[config.mk]
export PLATFORM = sky130hd
export DESIGN_NAME = mmpu_command_decoder
export DESIGN_NICKNAME = d
export VERILOG_FILES = /design/src/rtl/mmpu_command_decoder.sv
export SDC_FILE = /design/constraint.sdc
export NUM_CORES = 1
export LEC_CHECK = 0
export CAP_MARGIN = 15
export CORE_MARGIN = 2
export CORE_UTILIZATION = 29
export DETAILED_ROUTE_END_ITERATION = 7
export PLACE_DENSITY_LB_ADDON = 0.3
export SKIP_CTS_REPAIR_TIMING = 1
export SLEW_MARGIN = 30
export SYNTH_ARGS = -nofsm -noshare
export SYNTH_HDL_FRONTEND = slang
export SYNTH_SLANG_ARGS = --single-unit
[constraint.sdc]
create_clock -name clk -period 5 [get_ports clk]
set_input_delay 1.25 -clock clk [delete_from_list [all_inputs] [get_ports clk]]
set_output_delay 1.25 -clock clk [all_outputs]
set_load 0.1 [all_outputs]
[src/rtl/mmpu_command_decoder.sv]
// mmpu_command_decoder: decodes 34-bit mMPU commands into range updates or a
// sequence of per-index crossbar micro-ops (one per row/column in the range).
`default_nettype none

module mmpu_command_decoder #(
  parameter int DEST_SIZE = 10,
  parameter int SRC_SIZE  = 10,
  parameter int XB_SIZE   = 16
) (
  input  logic                 clk,
  input  logic                 rst,
  input  logic                 cmd_valid,
  output logic                 cmd_ready,
  input  logic [33:0]          mMPU_command,
  output logic                 uop_valid,
  input  logic                 uop_ready,
  output logic                 uop_col,
  output logic                 uop_has_dest,
  output logic [1:0]           uop_func,
  output logic [XB_SIZE-1:0]   uop_index,
  output logic [SRC_SIZE-1:0]  uop_src1,
  output logic [SRC_SIZE-1:0]  uop_src2,
  output logic [DEST_SIZE-1:0] uop_dest,
  output logic                 busy,
  output logic                 err
);

  typedef enum logic {
    IDLE = 1'b0,
    EXEC = 1'b1
  } state_t;

  state_t                state;
  logic [XB_SIZE-1:0]    col_start;
  logic [XB_SIZE-1:0]    col_end;
  logic [SRC_SIZE-1:0]   row_start;
  logic [SRC_SIZE-1:0]   row_end;
  logic [XB_SIZE-1:0]    limit;

  logic [1:0]            cmd_type;
  logic                  cmd_col;
  logic [1:0]            cmd_func;
  logic [XB_SIZE-1:0]    sel_start;
  logic [XB_SIZE-1:0]    sel_end;

  // The op's range is taken from the registers as they stand at acceptance.
  always_comb begin
    cmd_type  = mMPU_command[1:0];
    cmd_col   = mMPU_command[33];
    cmd_func  = mMPU_command[23:22];
    sel_start = cmd_col ? col_start : XB_SIZE'(row_start);
    sel_end   = cmd_col ? col_end   : XB_SIZE'(row_end);
  end

  always_ff @(posedge clk or posedge rst) begin
    if (rst) begin
      state        <= IDLE;
      cmd_ready    <= 1'b1;
      uop_valid    <= 1'b0;
      busy         <= 1'b0;
      err          <= 1'b0;
      col_start    <= '0;
      col_end      <= '0;
      row_start    <= '0;
      row_end      <= '0;
      limit        <= '0;
      uop_index    <= '0;
      uop_col      <= 1'b0;
      uop_has_dest <= 1'b0;
      uop_func     <= 2'b00;
      uop_src1     <= '0;
      uop_src2     <= '0;
      uop_dest     <= '0;
    end else begin
      err <= 1'b0;
      unique case (state)
        IDLE: begin
          if (cmd_valid) begin
            unique case (cmd_type)
              2'b11: begin
                col_start <= mMPU_command[18 +: XB_SIZE];
                col_end   <= mMPU_command[2 +: XB_SIZE];
              end
              2'b10: begin
                row_start <= mMPU_command[12 +: SRC_SIZE];
                row_end   <= mMPU_command[2 +: SRC_SIZE];
              end
              default: begin
                if ((cmd_type == 2'b01 && cmd_func == 2'b11) || (sel_start > sel_end)) begin
                  err <= 1'b1;
                end else begin
                  uop_col      <= cmd_col;
                  uop_has_dest <= (cmd_type == 2'b00);
                  uop_func     <= (cmd_type == 2'b01) ? cmd_func : 2'b00;
                  uop_src1     <= mMPU_command[2 +: SRC_SIZE];
                  uop_src2     <= mMPU_command[12 +: SRC_SIZE];
                  uop_dest     <= (cmd_type == 2'b00) ? mMPU_command[22 +: DEST_SIZE] : '0;
                  uop_index    <= sel_start;
                  limit        <= sel_end;
                  uop_valid    <= 1'b1;
                  busy         <= 1'b1;
                  cmd_ready    <= 1'b0;
                  state        <= EXEC;
                end
              end
            endcase
          end
        end
        EXEC: begin
          if (uop_ready) begin
            // Equality ends the sequence, so a range ending at all-ones never wraps.
            if (uop_index < limit) begin
              uop_index <= uop_index + 1'b1;
            end else begin
              uop_valid <= 1'b0;
              busy      <= 1'b0;
              cmd_ready <= 1'b1;
              state     <= IDLE;
            end
          end
        end
        default: state <= IDLE;
      endcase
    end
  end

endmodule

`default_nettype wire

==> summary.txt <==
STA
  – Clock period minus worst slack: 4100 ps
  – Endpoints failing hold: 0
  – Setup violators final: 0
  – Slew of the pin with the lowest slew margin: 998 ps
  – Max Freq: 244 MHz
  – TNS Setup: 0 ps
  – Setup repair after global routing missed its margin: false
  – Rel. slew slack: 33.3%
  – Final Skew: 9.77 ps
  – Pins Over Slew Limit: 0
  – Fin crit share: 82.0%

Setup path
  – Worst EP required: 5290 ps
  – Startpoint Class: input port
  – Setup Crit Path Kind: input port to register
  – R2r setup slk: 1760 ps
  – CP bufs+invs: 3
  – Worst path slowest cell: clkdlybuf4s50_1
  – CP max FO: 34
  – R2r startpoint: uop_index[15]
  – CP Cell Sequence: clkdlybuf4s50_1, buf_12, mux2_2, ha_1, nand4_1, nor4_4, o21ai_2, a31o_2, nand2_1, buf_4, mux2_2
  – Reg2Reg Depth: 7
  – Largest delay share family, worst path: buffers and inverters
  – Max incr delay on CP: 500 ps
  – FF-to-FF End: uop_index[15]
  – Crit. End Element: register
  – Most common cell on crit path: mux2_2
  – Worst EP arrival: 4390 ps

Route
  – DRT antenna net count: 0
  – Drt pass-1 iters: 5
  – Vias: 4,812
  – Total Wirelength: 18,100 um
  – Routed length per instance: 19.4 um
  – Drt drc: 0
  – Via-to-Cell Ratio: 5.14
  – Initial DRC count: 421

Min path
  – Hold path depth: 1
  – Worst Hold Launch: col_end[0]
  – Hold endpoint: col_end[0]
  – Hold/Removal Path Class: register to register

Synthesis
  – Synthesis-stage register bit count: 122
  – Syn Nets: 628
  – Most numerous cell in the Yosys netlist: dfrtp_1
  – Syn avg cell area: 11.2 um^2
  – Cells after Synth: 558
  – Top-area cell type share of the netlist area: 48.4%
  – Yosys top cell by area: dfrtp_1
  – Warnings from Yosys: 0
  – Post-Syn Area: 6260 um^2
  – Post-synth ARST share: 100%
  – Area contributors post-synth: dfrtp_1 48%, mux2_2 15%, ha_1 6.4%
  – Synth top cells by count: 121 x dfrtp_1, 83 x mux2_2, 68 x o21ai_0
  – Main synth FF type: dfrtp_1
  – EDFF count, synth: 0
  – Sequential-to-total area share from yosys stat: 48.8%
  – Yosys cell types: 65

Placed design
  – HPWL Detailed: 13,500 um
  – Placed insts: 904
  – Port bufs: 91
  – Gpl congestion: 0.885

Clock network
  – Clock H-tree levels: 4
  – CTS Buf Count: 17
  – Clock root buffer: clkbuf_16
  – Skew-Pair Late Insertion Delay: 420 ps
  – CTS Buffer Depth: 2
  – Clk pin slew, worst setup/hold paths: 60 ps
  – CTS tree: yes
  – CTS sink cnt: 122

Outcome
  – Status: finished, final reports clean

GRT
  – Vias in the first global route: 4,986
  – Largest net degree at the start of global routing: 68
  – First-pass GRT wire length: 28,900 um
  – GRT Total Usage: 16.8%
  – Initial antenna violation count: 0
  – Grt ovf: 0

Floorplan
  – Die W: 151 um
  – Full die area: 22,800 um^2
  – Starting Density: 29.7%
  – # rows: 53
  – I/O Pins: 92
  – Die height: 151 um
  – Core area: 21,100 um^2

Finish
  – Proportion of layout cells with a drive suffix above 1: 21.5%
  – Final #Nets: 718
  – Number of diodes: 0
  – # fillers: 2,038
  – Area added between synthesis and finish: 30.5%
  – Final non-filler cell total: 936

Job
  – Maxcap violations: 0
worst max-delay path by stage:
stage,start,endpoint,slack (ps),depth (start not counted)
floorplan,rst,busy,510,1
global placement,mMPU_command[33],uop_col,550,11
detailed placement,mMPU_command[33],uop_col,480,11
CTS,mMPU_command[33],uop_src1[9],920,11
global route,mMPU_command[33],uop_index[15],780,11
finish,mMPU_command[33],uop_col,900,11
metal layers:
| layer | global-route usage [%] | up-vias | wire, um |
|---|---|---|---|
| li1 | - | 2229 | - |
| met1 | 23.6 | 2370 | 8270 |
| met2 | 25.6 | 189 | 8330 |
| met3 | 3.86 | 24 | 1200 |
| met4 | 5.89 | 0 | 337 |
| met5 | 0 | - | 0 |
cell families after synthesis:
family                   count (synthesis)  share of synthesized area [%]
AO/OA/AOI/OAI                          132                           13.3
flip-flops                             122                           48.8
AND/OR/NAND/NOR                        118                           10.5
multiplexers                            96                           17.0
buffers and inverters                   58                           4.02
adder cells (fa/ha/maj)                 32                           6.40
cell type report:
class                      instances  area (um^2)  share of cell area (%)
clock buffer                      20          457                    5.59
clock inverter                    12          219                    2.68
inverter                          26          100                    1.22
multi-input combinational        378         2970                    36.4
sequential                       122         3050                    37.4
tap                              275          344                    4.21
timing repair buffer             103         1030                    12.6
state kept, by name, indices dropped and copies added, names as in the netlist, 2 cells and up:
signal / flops
col_end: 16
col_start: 16
limit: 16
row_end: 10
row_start: 10
uop_dest: 10
uop_func: 2
uop_index: 16
uop_src1: 10
uop_src2: 10
cell usage in the layout, fill, tap and decap left out, types with 12 or more instances in the layout:
cell type	Yosys	final
a21oi_1	17	17
clkbuf_16	0	17
clkdlybuf4s50_1	0	91
dfrtp_1	121	121
ha_1	32	32
inv_1	26	25
mux2_2	83	83
mux2i_1	13	13
nand2_1	32	32
nand2b_1	12	12
nor3_1	14	14
o21ai_0	68	68
stage by stage:
step,hold WS (ps),cell area [um^2],worst slack (ps),util (%)
final,499,8170,900,38.8
after global routing,525,8170,776,38.8
after CTS,502,8170,917,38.8
after detailed placement,490,7500,482,35.5
after global placement,487,7500,550,35.5
after floorplan,471,6260,509,-
worst register-to-register path: stages (launching register included):
cell	delay [ps]
dfrtp_1	460
ha_1	360
nand4_1	340
nor4_1	380
a311o_1	420
or2_1	460
o31ai_2	140
a2111oi_1	510
Power is left out: the tool's default activity adds up to more than one toggle a clock period on the data nets, which glitch-free logic cannot reach.
